$ cat src/rtl/sig_pkg.sv
// Shared definitions for the multi-approach signal controller:
// light encodings, controller state enum and default phase timings.
package sig_pkg;

   localparam logic [1:0] LT_RED    = 2'd0;
   localparam logic [1:0] LT_YELLOW = 2'd1;
   localparam logic [1:0] LT_GREEN  = 2'd2;

   typedef enum logic [1:0] {
      ST_GREEN  = 2'd0,
      ST_YELLOW = 2'd1,
      ST_ALLRED = 2'd2,
      ST_PED    = 2'd3
   } state_t;

   localparam int DEF_MIN_GREEN   = 4;
   localparam int DEF_MAX_GREEN   = 10;
   localparam int DEF_YELLOW_TIME = 3;
   localparam int DEF_ALLRED_TIME = 2;
   localparam int DEF_WALK_TIME   = 6;

endpackage

$ cat src/rtl/phase_timer.sv
// Loadable down-counter for phase timing. done is high while the count is zero.
module phase_timer
   import sig_pkg::*;
#(
   parameter int CNT_W = 8
) (
   input  logic             clock,
   input  logic             clear,
   input  logic             load,
   input  logic [CNT_W-1:0] load_val,
   input  logic             en,
   output logic [CNT_W-1:0] cnt,
   output logic             done
);

   // reload has priority over counting
   always_ff @(posedge clock or negedge clear) begin
      if (!clear)
         cnt <= '0;
      else if (load)
         cnt <= load_val;
      else if (en)
         cnt <= cnt - 1'b1;
   end

   assign done = (cnt == '0);

endmodule

$ cat src/rtl/multi_sig_control.sv
// Multi-approach traffic signal controller. Approach 0 is the main road.
// Optional pedestrian walk phase enabled by defining PED_SIG_EN.
//
// state     | meaning
// ----------+---------------------------------------------------------
// ST_GREEN  | active approach GREEN, all others RED
// ST_YELLOW | active approach YELLOW, next approach already latched
// ST_ALLRED | all RED clearance
// ST_PED    | all RED, walk asserted (PED_SIG_EN only)
//
// In GREEN the timer is loaded with 0 and counts down through wrap, so
// (0 - cnt) is the number of green cycles already elapsed; it stops once
// both green thresholds are reached so long greens never wrap back.
module multi_sig_control
   import sig_pkg::*;
#(
   parameter int NUM_APPR    = 4,
   parameter int MIN_GREEN   = DEF_MIN_GREEN,
   parameter int MAX_GREEN   = DEF_MAX_GREEN,
   parameter int YELLOW_TIME = DEF_YELLOW_TIME,
   parameter int ALLRED_TIME = DEF_ALLRED_TIME,
   parameter int CNT_W       = 8
`ifdef PED_SIG_EN
   ,
   parameter int WALK_TIME   = DEF_WALK_TIME
`endif
) (
   input  logic                  clock,
   input  logic                  clear,
   input  logic [NUM_APPR-1:0]   car_req,
`ifdef PED_SIG_EN
   input  logic                  ped_req,
   output logic                  walk,
`endif
   output logic [2*NUM_APPR-1:0] sig,
   output logic [2:0]            active
);

   localparam int SAT_GREEN = ((MIN_GREEN > MAX_GREEN) ? MIN_GREEN : MAX_GREEN) - 1;
   localparam logic [2*NUM_APPR-1:0] SIG_RST = (2*NUM_APPR)'(LT_GREEN);

   state_t                state, state_nxt;
   logic [2:0]            active_nxt, next_appr, next_appr_nxt, rr_pick;
   logic [NUM_APPR-1:0]   act_mask;
   logic                  own_req, other_req, rr_found;
   logic                  tmr_load, tmr_en, tmr_done;
   logic [CNT_W-1:0]      tmr_val, tmr_cnt, g_elapsed;
   logic                  min_ok, max_hit, green_exit;
   logic [2*NUM_APPR-1:0] sig_nxt;
`ifdef PED_SIG_EN
   logic                  ped_pend, ped_clr;
`endif

   phase_timer #(.CNT_W(CNT_W)) u_timer (
      .clock    (clock),
      .clear    (clear),
      .load     (tmr_load),
      .load_val (tmr_val),
      .en       (tmr_en),
      .cnt      (tmr_cnt),
      .done     (tmr_done)
   );

   // one-hot mask of the approach holding right of way
   always_comb begin
      act_mask = '0;
      for (int i = 0; i < NUM_APPR; i++)
         act_mask[i] = (active == 3'(i));
   end

   assign own_req   = |(car_req & act_mask);
   assign other_req = |(car_req & ~act_mask);

   // round-robin pick: indices above active first, then wrap from 0; main road if none
   always_comb begin
      rr_pick  = 3'd0;
      rr_found = 1'b0;
      for (int j = 0; j < NUM_APPR; j++) begin
         if (!rr_found && car_req[j] && (3'(j) > active)) begin
            rr_pick  = 3'(j);
            rr_found = 1'b1;
         end
      end
      for (int j = 0; j < NUM_APPR; j++) begin
         if (!rr_found && car_req[j] && (3'(j) < active)) begin
            rr_pick  = 3'(j);
            rr_found = 1'b1;
         end
      end
   end

   assign g_elapsed  = CNT_W'(0) - tmr_cnt;
   assign min_ok     = (g_elapsed >= CNT_W'(MIN_GREEN - 1));
   assign max_hit    = (g_elapsed >= CNT_W'(MAX_GREEN - 1));
   assign green_exit = min_ok && ((active == 3'd0) ? other_req
                                                    : (!own_req || (max_hit && other_req)));

   // next-state, timer reload and next-approach latch decisions
   always_comb begin
      state_nxt     = state;
      active_nxt    = active;
      next_appr_nxt = next_appr;
      tmr_load      = 1'b0;
      tmr_val       = '0;
      tmr_en        = 1'b1;
`ifdef PED_SIG_EN
      ped_clr       = 1'b0;
`endif
      case (state)
         ST_GREEN: begin
            tmr_en = (g_elapsed < CNT_W'(SAT_GREEN));
            if (green_exit) begin
               state_nxt     = ST_YELLOW;
               next_appr_nxt = rr_pick;
               tmr_load      = 1'b1;
               tmr_val       = CNT_W'(YELLOW_TIME - 1);
            end
         end
         ST_YELLOW: begin
            if (tmr_done) begin
               state_nxt = ST_ALLRED;
               tmr_load  = 1'b1;
               tmr_val   = CNT_W'(ALLRED_TIME - 1);
            end
         end
         ST_ALLRED: begin
            if (tmr_done) begin
`ifdef PED_SIG_EN
               if (ped_pend) begin
                  state_nxt = ST_PED;
                  ped_clr   = 1'b1;
                  tmr_load  = 1'b1;
                  tmr_val   = CNT_W'(WALK_TIME - 1);
               end else begin
                  state_nxt  = ST_GREEN;
                  active_nxt = next_appr;
                  tmr_load   = 1'b1;
               end
`else
               state_nxt  = ST_GREEN;
               active_nxt = next_appr;
               tmr_load   = 1'b1;
`endif
            end
         end
`ifdef PED_SIG_EN
         ST_PED: begin
            if (tmr_done) begin
               state_nxt  = ST_GREEN;
               active_nxt = next_appr;
               tmr_load   = 1'b1;
            end
         end
`endif
         default: begin
            state_nxt  = ST_GREEN;
            active_nxt = 3'd0;
            tmr_load   = 1'b1;
         end
      endcase
   end

   // light pattern for the upcoming cycle, registered below
   always_comb begin
      sig_nxt = '0;
      for (int i = 0; i < NUM_APPR; i++) begin
         if (state_nxt == ST_GREEN && active_nxt == 3'(i))
            sig_nxt[2*i +: 2] = LT_GREEN;
         else if (state_nxt == ST_YELLOW && active_nxt == 3'(i))
            sig_nxt[2*i +: 2] = LT_YELLOW;
         else
            sig_nxt[2*i +: 2] = LT_RED;
      end
   end

   // controller state and registered outputs
   always_ff @(posedge clock or negedge clear) begin
      if (!clear) begin
         state     <= ST_GREEN;
         active    <= 3'd0;
         next_appr <= 3'd0;
         sig       <= SIG_RST;
      end else begin
         state     <= state_nxt;
         active    <= active_nxt;
         next_appr <= next_appr_nxt;
         sig       <= sig_nxt;
      end
   end

`ifdef PED_SIG_EN
   // pedestrian request latch and walk indication
   always_ff @(posedge clock or negedge clear) begin
      if (!clear) begin
         ped_pend <= 1'b0;
         walk     <= 1'b0;
      end else begin
         if (ped_clr)
            ped_pend <= 1'b0;
         else if (ped_req)
            ped_pend <= 1'b1;
         walk <= (state_nxt == ST_PED);
      end
   end
`endif

endmodule

$ cat config.mk
export PLATFORM = sky130hd
export DESIGN_NAME = multi_sig_control
export DESIGN_NICKNAME = d
export VERILOG_FILES = /design/src/rtl/sig_pkg.sv /design/src/rtl/phase_timer.sv /design/src/rtl/multi_sig_control.sv
export SDC_FILE = /design/constraint.sdc
export NUM_CORES = 1
export LEC_CHECK = 0
export CORE_MARGIN = 4
export CORE_UTILIZATION = 50
export CTS_BUF_LIST = sky130_fd_sc_hd__clkbuf_4 sky130_fd_sc_hd__clkbuf_8
export DETAILED_ROUTE_END_ITERATION = 6
export MAX_ROUTING_LAYER = met4
export PLACE_DENSITY = 0.75
export SLEW_MARGIN = 20
export SYNTH_ARGS = -nofsm -noshare
export SYNTH_HDL_FRONTEND = slang
export SYNTH_HIERARCHICAL = 1
export SYNTH_SLANG_ARGS = --single-unit
$ cat constraint.sdc
create_clock -name clock -period 2.7 [get_ports clock]
set_input_delay 0.54 -clock clock [delete_from_list [all_inputs] [get_ports clock]]
set_output_delay 0.54 -clock clock [all_outputs]
set_load 0.02 [all_outputs]
-- Yosys cells after proc, flatten, opt, wreduce, memory -nomap -nowiden
Cells that the tools add are included.
- word-level logic and storage cells: 113
- register bits: 24
- output and inout bits: 11
- reductions and logical operators: 45
- equality and inequality tests: 9
- multiplexer cells: 38
- bitwise gates (word level): 3
- magnitude comparators: 11
- add/subtract/negate cells: 2
- operators with widths (cell ; number):
    $logic_and 1x1->1 ; 25
    $mux 3 ; 7
    $mux 1 ; 17
    $mux 2 ; 8
    $mux 8 ; 2
    $eq 3x2->1 const B ; 4
    $and 4x4->4 ; 2
    $ge 8x2->1 const B ; 1
    $ge 8x4->1 const B ; 1
    $logic_not 1->1 ; 8
    $logic_not 8->1 ; 1
    $lt 8x4->1 const B ; 1
    $reduce_or 4->1 ; 2
    $sub 1x8->8 const A ; 1
    $sub 8x1->8 const B ; 1
    $eq 3x1->1 const B ; 2
    $gt 1x3->1 const A ; 2
    $gt 2x3->1 const A ; 2
    $logic_not 3->1 ; 2
    $lt 1x3->1 const A ; 2
    $lt 2x3->1 const A ; 2
    $pmux 2 s3 ; 1
    $pmux 3 s2 ; 1
    $eq 2x1->1 const B ; 2
    other kinds (9) ; 11

-- Longest topological paths before layout
Gate-level depths: netlist (run 1).
- depth in word-level cells: 31
- mapped depth: 9
- gate-level depth less buffers: 8

-- Modules after synthesis
The synthesis (run 1) kept the hierarchy.
- modules (own cells, without submodules) (module ; area each (sq um) ; cells an instance ; times used ; seq. area each (sq um)):
    multi_sig_control ; 1062.3 ; 108 ; 1 ; 376.6
    phase_timer ; 474.2 ; 50 ; 1 ; 200.2

-- Worst setup path after synthesis (run 1)
OpenSTA, ideal clock, no wires.
- path kind: register to register
- from: register u_timer.cnt[3]
- to: register sig[2]
- stages on the path, launching flop included: 8
- path slack: -0.250 ns
- data required time: 2.614 ns
- arrival time: 2.864 ns
- cell sequence: dfrtp_1 > or4_1 > nor4b_1 > nor2b_1 > or3_1 > a221oi_1 > nand2_1 > nor3_1
- elaborated cells between the ends (all ways): 21
- those cells by class: add/sub: 1; order compare: 2; eq/ne: 2; mux: 9; reduce/logical: 7
- RTL lines (what ; RTL line ; text):
    from (decl) ; phase_timer.sv:12 ; output logic [CNT_W-1:0] cnt,
    from (signal assigned) ; phase_timer.sv:21 ; cnt <= load_val;
    from (signal assigned) ; phase_timer.sv:23 ; cnt <= cnt - 1'b1;
    $logic_not 8->1 * ; phase_timer.sv:26 ; assign done = (cnt == '0);
    named net tmr_done ; multi_sig_control.sv:46 ; logic tmr_load, tmr_en, tmr_done;
    $mux 3 (tied with other cells) ; multi_sig_control.sv:127 ; if (tmr_done) begin
    $pmux 3 s2 / $pmux 2 s3 (equally long branches) ; multi_sig_control.sv:109 ; case (state)
    $eq 3x1->1 / $eq 2x1->1 (equally long branches) ; multi_sig_control.sv:167, multi_sig_control.sv:169 ;
    $logic_and 1x1->1 ; multi_sig_control.sv:169 ; else if (state_nxt == ST_YELLOW && active_nxt == 3'(i))
    $mux 1 ; multi_sig_control.sv:169 ;
    $mux 2 * ; multi_sig_control.sv:167 ; if (state_nxt == ST_GREEN && active_nxt == 3'(i))
    named net sig_nxt[2] ; multi_sig_control.sv:49 ; logic [2*NUM_APPR-1:0] sig_nxt;
    to (signal assigned) ; multi_sig_control.sv:187 ; sig <= sig_nxt;
    to (decl) ; multi_sig_control.sv:35 ; output logic [2*NUM_APPR-1:0] sig,
Mark *: on every way through the listed nets, which the timed path passes. The rest lies on a longest branch.
A chain may end at the register's enable or synchronous reset.

-- Final worst setup path (run 1)
- from: register u_timer.cnt[5]
- to: register sig[6]
- elaborated cells between the ends (all ways): 21
- those cells by class: add/sub: 1; order compare: 2; eq/ne: 2; mux: 9; reduce/logical: 7
- RTL lines (what ; RTL line):
    $logic_not 8->1 * ; phase_timer.sv:26
    named net tmr_done ; multi_sig_control.sv:46
    $mux 3 (tied with other cells) ; multi_sig_control.sv:127
    $pmux 3 s2 / $pmux 2 s3 (equally long branches) ; multi_sig_control.sv:109
    $eq 3x2->1 / $eq 2x1->1 (equally long branches) ; multi_sig_control.sv:167, multi_sig_control.sv:169
    $logic_and 1x1->1 ; multi_sig_control.sv:169
    $mux 1 ; multi_sig_control.sv:169
    $mux 2 * ; multi_sig_control.sv:167
    named net sig_nxt[6] ; multi_sig_control.sv:49
Marked as above.

==> results.md, run 1 <==
- Core Box Area: between 2000 and 3000 um2
- Wire per inst: about 15 um
- Setup WS pre-CTS: around 0.0047 ns
- Crit share post-route: approximately 93%
- TritonRoute pass-1 iters: 4
- Share of layout cells above drive strength 1: 22.28%
- Most frequent cells in the layout: dfrtp_1, clkdlybuf4s50_1, buf_4, nand2_1, o21ai_0
- Final setup viols: 0
- Worst slew pin tran: ~0.55 ns
- CP Capture Type: register
- GR Util All Layers: roughly a fifth
- Clk buf depth: 2
- GRT overflow: 0
- Leak: around 0.77 nW
- Outcome: complete, no violations
- Pwr Total: between 0.5 and 0.6 mW
- Post-DP HPWL: roughly 2.5 mm
- Post-CTS setup buffer count: 0
- Total CTS buffers: 3
- CP Data Arrival Time: 2.75 ns
- Slew Limit Fails: 0
- Peak Freq: ~400 MHz
- First-pass GRT wire length: roughly 6.0 mm
- Startpoint types: register
- Port bufs: 16
- CP Class: register to register
- CTS tree: built
- Unrepaired setup endpoints after global routing: no
- Largest net degree at the start of global routing: 16
- Main synth FF type: dfrtp_1
- PwrDens: about 290 nW/um2
- N_diodes: 0
- Vias in the first global route: around 1,400
- CP Max Fanout: 6
- Tmin final: 2.523 ns
- Syn-to-layout area delta: 23.53%
- Die X: around 63 um
- Final Hold Viols: 0
- Starting DRT DRC Count: between 100 and 150
- Worst Slack Setup Final: 0.1774 ns
- Die ar.: 4024 um2
- Antenna Nets Post-Route: 0
- CTS root buffer: clkbuf_4
- Worst hold slack: about 0.56 ns
- Fin Clk Skew: between 0.006 and 0.007 ns
- Distinct cells, synth: 58
- EDFF count, synth: 0
- WL final: between 3 and 4 mm
- Max transition margin: 62.94%
- Syn Area/Cell: 9.725 um2
- Clk_lat worst skew: roughly 0.32 ns
- Maxcap violations: 0
- Syn Inst Count: roughly 160
- Setup_tns: 0 ns
- H-tree levels: 1
- Sequential area share after synthesis: 37.54%
- Die H: about 63 um
- Post-placement cell area: between 1500 and 2000 um2
- Vias: roughly 1,400
- Worst R2R Path Depth: 7
- Post-Syn Area: between 1500 and 2000 um2
- Drc violations: 0
- Synthesis warning total: 6
- Design area: 1898 um2
- Initial antenna violation count: 0
- Required @ worst endpoint: just under 3 ns
- VDD IR max: between 0.15 and 0.2 mV
- Commonest non-fill, non-tap cell in the layout: dfrtp_1
- Sink Count: 23
- Yosys reg bits: 23
- Final #Nets: a little over 200
- I/O pins: 17
- Row count: 19
- Routed vias/inst: approximately 6.0
- Asr flop ratio synth: between 90% and 100%
- Starting Density: 53.86%
- Clk pin slew, worst setup/hold paths: between 0.1 and 0.15 ns
- Gp weighted congestion: 0.8914
- Hold Crit Class: input port to async pin
path summary, 6_finish.rpt:
kind                                     start      endpoint  slack, ns
worst min-delay path                     clear  next_appr[1]       0.56
worst max register to register  u_timer/cnt[5]        sig[6]       0.18
max in group asynchronous                clear        sig[1]       1.49
worst max-delay path            u_timer/cnt[5]        sig[6]       0.18
min in group clock                next_appr[0]  next_appr[0]       0.58
worst min register to register    next_appr[0]  next_appr[0]       0.58
per-layer routing:
| metal | part of all wire (%) | wire, um | vias to the layer above | track usage [%] |
|---|---|---|---|---|
| li1 | - | - | 652 | - |
| met1 | 44 | 1463 | 652 | 22.32 |
| met5 | 0 | 0 | - | - |
| met4 | 1.4 | 48 | 0 | 8.086 |
| met3 | 4.8 | 161 | 8 | 4.085 |
| met2 | 50 | 1672 | 39 | 30.25 |
state kept, by name, summed over array words and instances (netlist names):
name / flops
state: 2
active: 3
u_timer/cnt: 8
sig: 8
next_appr: 2
synthesized netlist by cell type, types with 4 or more instances:
master   instances  area, um2
nor3_1          10      50.05
nor3b_1          4      30.03
nand2_1         15      56.30
ha_1             6      75.07
nor2_1           5      18.77
nand3_1          4      20.02
dfrtp_1         22      550.5
a21oi_1          5      25.02
inv_1            7      26.28
o21ai_0         11      55.05
nor4_1           4      25.02
final cells by class:
| cell class | instances | area [um2] |
|---|---|---|
| timing repair buffer | 32 | 280.3 |
| multi-input combinational | 127 | 948.4 |
| inverter | 7 | 26.28 |
| sequential | 23 | 576.8 |
| fill | 242 | 954.7 |
| clock inverter | 1 | 5.005 |
| tap | 31 | 38.79 |
| clock buffer | 3 | 22.52 |
what timing repair did:
action / CTS / global route
gates resized for setup: 0 / 3
hold buffers: 0 / 0
endpoints found under the hold margin: 0 / 0
endpoints found under the setup margin: 0 / 5
critical path: stages, from the launching register on:
cell and delay (ns):
dfrtp_1 0.45, or4_1 0.58, nor4b_4 0.29, nor2b_1 0.09
or3_1 0.39, a221oi_2 0.34, nand2b_1 0.12, nor3_1 0.19
power by group:
group	switching [mW]	internal (mW)
clock	0.106	0.0555
sequential	0	0.344
combinational	0.0202	0.0200
cell families (layout without fill, tap and decap cells):
logic type / count (synthesis) / after routing / share of synthesized area (%)
buf+inv: 13 / 43 / 3.827
other cells: 1 / 6 / 0.2441
fa+ha+maj: 6 / 6 / 4.886
flops: 23 / 23 / 37.54
simple gates: 68 / 68 / 27.20
mux: 4 / 4 / 2.769
compound gates: 39 / 39 / 21.25
xor+xnor: 4 / 4 / 2.281
metrics by stage:
step,utilization (%),cells
finish,66.54,224
global route,66.54,224
CTS,65.75,224
detailed placement,64.78,220
global placement,64.78,220
floorplan,-,163
(Power assumes the default switching activity.)
==> inputs of run 2 (changes only) <==
Settings changed: CORE_UTILIZATION 50 to 52, PLACE_DENSITY 0.75 to 0.77.
==> results.md, run 2 (same netlist as run 1, synthesis figures left out) <==
- Largest net degree at the start of global routing: 16 (unchanged)
- Vias: 1,318 (was 1,351)
- CP Data Arrival Time: 2.78 ns (was 2.75 ns)
- Unrepaired setup endpoints after global routing: no (unchanged)
- Gp weighted congestion: 0.8439 (was 0.8914)
- Clk_lat worst skew: 0.31 ns (was 0.32 ns)
- Fin Clk Skew: 0.002815 ns (was 0.006690 ns)
- Die X: 62.36 um (was 63.44 um)
- Clk pin slew, worst setup/hold paths: 0.13 ns (about the same)
- First-pass GRT wire length: 5.761 mm (was 5.954 mm)
- I/O pins: 17 (unchanged)
- Hold Crit Class: input port to async pin (unchanged)
- Syn-to-layout area delta: 22.07% (was 23.53%)
- Setup_tns: 0 ns (unchanged)
- GRT overflow: 0 (unchanged)
- Required @ worst endpoint: 2.94 ns (was 2.93 ns)
- H-tree levels: 1 (unchanged)
- Commonest non-fill, non-tap cell in the layout: dfrtp_1 (unchanged)
- Final setup viols: 0 (unchanged)
- Startpoint types: register (unchanged)
- PwrDens: 290.7 nW/um2 (was 287.6 nW/um2)
- Post-placement cell area: 1833 um2 (was 1848 um2)
- Row count: 19 (unchanged)
- TritonRoute pass-1 iters: 4 (unchanged)
- Final #Nets: 204 (was 206)
- Antenna Nets Post-Route: 0 (unchanged)
- Regs by FF count: sig (8), u_timer/cnt (8), active (3) (unchanged)
- CP Max Fanout: 6 (unchanged)
- Post-layout util: 67.43% (was 66.54%)
- Most frequent cells in the layout: dfrtp_1, clkdlybuf4s50_1, nand2_1, buf_4, o21ai_0 (was dfrtp_1, clkdlybuf4s50_1, buf_4, nand2_1, o21ai_0)
- CP Class: register to register (unchanged)
- Starting Density: 55.24% (was 53.86%)
- # fillers: 215 (was 242)
- Sink Count: 23 (unchanged)
- Final cell count without fillers: 222 (was 224)
- Drc violations: 0 (unchanged)
- Routed vias/inst: 5.937 (was 6.031)
- Die ar.: 3888 um2 (was 4024 um2)
- Vias in the first global route: 1,300 (was 1,353)
- Peak Freq: 393.7 MHz (was 396.4 MHz)
- Share of layout cells above drive strength 1: 20.94% (was 22.28%)
- Maxcap violations: 0 (unchanged)
- Design area: 1876 um2 (was 1898 um2)
- Initial antenna violation count: 0 (unchanged)
- VDD IR max: 0.2507 mV (was 0.1987 mV)
- CTS root buffer: clkbuf_4 (unchanged)
- Starting DRT DRC Count: 101 (was 125)
- Pwr Total: 0.5452 mW (was 0.5459 mW)
- Slew Limit Fails: 0 (unchanged)
- N_diodes: 0 (unchanged)
- Post-DP HPWL: 2.501 mm (was 2.497 mm)
- Tmin final: 2.540 ns (was 2.523 ns)
- Max transition margin: 64.03% (was 62.94%)
- CTS tree: built (unchanged)
- CP Capture Type: register (unchanged)
- Outcome: complete, no violations (unchanged)
- Crit share post-route: 94.07% (was 93.43%)
- Total CTS buffers: 3 (unchanged)
- Crit path cell chain: or4_1 > nor4b_4 > nor2b_1 > buf_4 > o311ai_2 > nand2_1 > a2bb2oi_2 > o31ai_2 (was or4_1 > nor4b_4 > nor2b_1 > or3_1 > a221oi_2 > nand2b_1 > nor3_1)
- GR Util All Layers: 17.94% (was 18.68%)
- Wire per inst: 15.28 um (was 14.93 um)
- Final Hold Viols: 0 (unchanged)
- Leak: 0.7554 nW (was 0.7652 nW)
- # hold bufs at CTS: 0 (unchanged)
- Die H: 62.36 um (was 63.44 um)
- DP Cell Count: 218 (was 220)
- Clk buf depth: 2 (unchanged)
- Crit-path slowest cell: or4_1 (unchanged)
- WL final: 3.393 mm (was 3.345 mm)
- Post-CTS setup buffer count: 0 (unchanged)
- Port bufs: 16 (unchanged)
- Core Box Area: 2781 um2 (was 2853 um2)
- Worst slew pin tran: 0.5378 ns (was 0.5542 ns)
- Slowest stage delay, CP: 0.59 ns (was 0.58 ns)
==> run 2: cell count changes in the layout (fill, tap and decap cells not counted) <==
| cell | previous run | this run |
|---|---|---|
| buf_4 | 16 | 14 |
| a32oi_1 | 0 | 1 |
| a32oi_2 | 1 | 0 |
==> run 2: path summary, 6_finish.rpt <==
path                                     start            to  slack, ns  depth (start not counted)
worst max-delay path            u_timer/cnt[5]        sig[1]       0.16                          8
worst min-delay path                     clear  next_appr[0]       0.56                          1
worst max register to register  u_timer/cnt[5]        sig[1]       0.16                          8
worst min register to register    next_appr[0]  next_appr[0]       0.57                          1
max in group asynchronous                clear        sig[1]       1.50                          2
min in group clock                next_appr[0]  next_appr[0]       0.57                          1
==> run 2: per-stage QoR <==
stage	hold WS [ns]	setup WS [ns]
after floorplan	0.2444	0.04142
after global placement	0.5355	0.06233
after detailed placement	0.5324	-0.04174
after CTS	0.5630	0.1371
after global routing	0.5870	0.01131
final	0.5646	0.1602
==> run 2: what timing repair did <==
| item | 4_1_cts | 5_1_grt |
|---|---|---|
| gates resized for setup | 0 | 2 |
| endpoints found under the setup margin | 0 | 4 |
| hold endpoints to repair | 0 | 0 |
==> run 2: layout make-up <==
cell class                 instances  area, um2  area share [%]
timing repair buffer              30      265.3           14.14
tap                               31      38.79           2.068
inverter                           7      26.28           1.401
clock buffer                       3      22.52           1.201
multi-input combinational        127      940.9           50.17
clock inverter                     1      5.005          0.2668
sequential                        23      576.8           30.75
==> run 2: power by group <==
group          switching, mW  internal (mW)
combinational         0.0195         0.0180
clock                  0.108         0.0553
sequential                 0          0.345
total                  0.127          0.418
==> run 2: routing by layer <==
layer  routed length, um  global-route usage, %  up-vias
met4                  36                  3.714        0
li1                    -                      -      652
met1                1491                  20.98      625
met5                   0                      -        -
met2                1712                  31.99       37
met3                 153                  3.243        4
==> run 2: critical path: cells and delay by family (launching register included) <==
kind,cells,cell delay (ns)
flops,1,0.46
simple gates,4,1.14
buf+inv,1,0.16
compound gates,3,0.71
==> inputs of run 3 (changes only) <==
Settings changed: CORE_UTILIZATION 52 to 25, PLACE_DENSITY 0.77 to not set.
==> results.md, run 3 (same netlist as run 1, synthesis figures left out) <==
- Met2 routed WL: 1.539 mm (was 1.712 mm)
- Clock power frac: 36.6% (was 29.9%)
- Buf+Inv Stages, Crit Path: 0 (was 1)
- Most frequent cells in the layout: dfrtp_1, buf_4, clkdlybuf4s50_1, nand2_1, o21ai_0 (was dfrtp_1, clkdlybuf4s50_1, nand2_1, buf_4, o21ai_0)
- Crit path cell chain: or4_1 > nor4b_2 > nor2b_1 > or3_1 > a32oi_1 > nand2_1 > nor3_1 (was or4_1 > nor4b_4 > nor2b_1 > buf_4 > o311ai_2 > nand2_1 > a2bb2oi_2 > o31ai_2)
- Die ar.: 7464 um2 (was 3888 um2)
- Total CTS buffers: 3 (unchanged)
- Required @ worst endpoint: 2.88 ns (was 2.94 ns)
- Crit share post-route: 92.30% (was 94.07%)
- Final setup viols: 0 (unchanged)
- Port bufs: 16 (unchanged)
- Unrepaired setup endpoints after global routing: no (unchanged)
- Syn-to-layout area delta: 28.26% (was 22.07%)
- VDD IR max: 0.1934 mV (was 0.2507 mV)
- Peak Freq: 401.3 MHz (was 393.7 MHz)
- TritonRoute pass-1 iters: 4 (unchanged)
- Starting Density: 25.80% (was 55.24%)
- Sequential share of power: 56.8% (was 63.2%)
- Wire length on met3: 123 um (was 153 um)
- Fin Clk Skew: 0.007682 ns (was 0.002815 ns)
- Slew Limit Fails: 0 (unchanged)
- Core Box Area: 5956 um2 (was 2781 um2)
- N_diodes: 0 (unchanged)
- Sw frac: 22.92% (was 23.36%)
- Die H: 86.40 um (was 62.36 um)
- Gp weighted congestion: 0.8754 (was 0.8439)
- Crit-path slowest cell: or4_1 (unchanged)
- Uppermost routed layer: met4 (unchanged)
- Maxcap violations: 0 (unchanged)
- Wire per inst: 12.51 um (was 15.28 um)
- Wl on met1: 1.666 mm (was 1.491 mm)
- Share of layout cells above drive strength 1: 22.56% (was 20.94%)
- Row count: 28 (was 19)
- Pint: 0.4675 mW (was 0.4178 mW)
- CTS tree: built (unchanged)
- Slowest stage delay, CP: 0.58 ns (was 0.59 ns)
- Clk_lat worst skew: 0.27 ns (was 0.31 ns)
- Commonest non-fill, non-tap cell in the layout: dfrtp_1 (unchanged)
- Post-DP HPWL: 2.514 mm (was 2.501 mm)
- Largest net degree at the start of global routing: 24 (was 16)
- Combinational power share: 6.6% (was 6.9%)
- Switching pwr: 0.1390 mW (was 0.1274 mW)
- Tmin final: 2.492 ns (was 2.540 ns)
- Regs by FF count: sig (8), u_timer/cnt (8), active (3) (unchanged)
- Starting DRT DRC Count: 70 (was 101)
- Outcome: complete, no violations (unchanged)
- First-pass GRT wire length: 5.927 mm (was 5.761 mm)
- Setup_tns: 0 ns (unchanged)
- CP Data Arrival Time: 2.68 ns (was 2.78 ns)
- Clk pin slew, worst setup/hold paths: 0.09 ns (was 0.13 ns)
- PwrDens: 307.7 nW/um2 (was 290.7 nW/um2)
- GRT overflow: 0 (unchanged)
- Routed vias/inst: 4.815 (was 5.937)
- H-tree levels: 1 (unchanged)
- Vias in the first global route: 1,275 (was 1,300)
- Final #Nets: 208 (was 204)
- Drc violations: 0 (unchanged)
- Sink Count: 23 (unchanged)
- Die X: 86.40 um (was 62.36 um)
- Worst hold slack: 0.5618 ns (was 0.5646 ns)
- Vias: 1,300 (was 1,318)
- Post-CTS setup buffer count: 0 (unchanged)
- Final Hold Viols: 0 (unchanged)
- CP Max Fanout: 4 (was 6)
- Antenna Nets Post-Route: 0 (unchanged)
- Hold Crit Class: register to register (was input port to async pin)
- GR Util All Layers: 9.937% (was 17.94%)
- CTS root buffer: clkbuf_8 (was clkbuf_4)
- Leak: 0.7608 nW (was 0.7554 nW)
- CP Class: register to register (unchanged)
- WL final: 3.377 mm (was 3.393 mm)
- Startpoint types: register (unchanged)
- CP delay by family, top: simple AND/OR/NAND/NOR gates (unchanged)
- I/O pins: 17 (unchanged)
- CP Capture Type: register (unchanged)
- Clk buf depth: 2 (unchanged)
- Initial antenna violation count: 0 (unchanged)
==> run 3: changes by cell type in the layout (fill, tap and decap cells not counted), sizes merged <==
cell and change:
buf +4
==> run 3: cell type report <==
cell class | count | area [um2]
Clock buffer | 3 | 41.29
Clock inverter | 1 | 5.005
Fill cell | 633 | 3985
Inverter | 7 | 26.28
Multi-Input combinational cell | 127 | 932.1
Sequential cell | 23 | 576.8
Tap cell | 75 | 93.84
Timing Repair Buffer | 34 | 295.3
==> run 3: stage by stage <==
stage          total power [mW]  area [um2]  utilization [%]  setup WS, ns  std cells
6_report                 0.6064        1971            33.09        0.2079        270
3_3_place_gp             0.3912        1918            32.21       0.07765        266
4_1_cts                  0.6202        1964            32.98        0.1650        270
2_1_floorplan            0.3636        1562                -       0.04142        163
5_1_grt                  0.6370        1971            33.09       0.04694        270
3_5_place_dp             0.3915        1918            32.21       0.04899        266
==> run 3: per-layer routing <==
layer | vias to the layer above | GRT usage (%)
li1 | 662 | -
met5 | - | -
met3 | 4 | 2.091
met2 | 21 | 15.99
met1 | 613 | 12.73
met4 | 0 | 2.550
==> run 3: worst paths after layout <==
| kind | startpoint | to | slack (ns) | depth (start not counted) |
|---|---|---|---|---|
| max | u_timer/cnt[3] | sig[2] | 0.21 | 7 |
| min | next_appr[1] | next_appr[1] | 0.56 | 1 |
| max reg2reg | u_timer/cnt[3] | sig[2] | 0.21 | 7 |
| min reg2reg | next_appr[1] | next_appr[1] | 0.56 | 1 |
| max in group asynchronous | clear | sig[1] | 1.79 | 2 |
| min in group asynchronous | clear | next_appr[0] | 0.62 | 2 |
==> run 3: power groups by stage <==
stage          clock network [mW]  logic [mW]  registers, mW
5_1_grt                     0.248      0.0451          0.344
3_3_place_gp                    0      0.0402          0.351
4_1_cts                     0.235      0.0409          0.344
6_report                    0.222      0.0401          0.344
3_5_place_dp                    0      0.0405          0.351
2_1_floorplan                   0      0.0125          0.351
==> run 3: timing repair <==
| item | in CTS | in global routing |
|---|---|---|
| endpoints found under the hold margin | 0 | 0 |
| hold buffers | 0 | 0 |
| setup endpoints to repair | 0 | 2 |
| resized for setup | 0 | 1 |
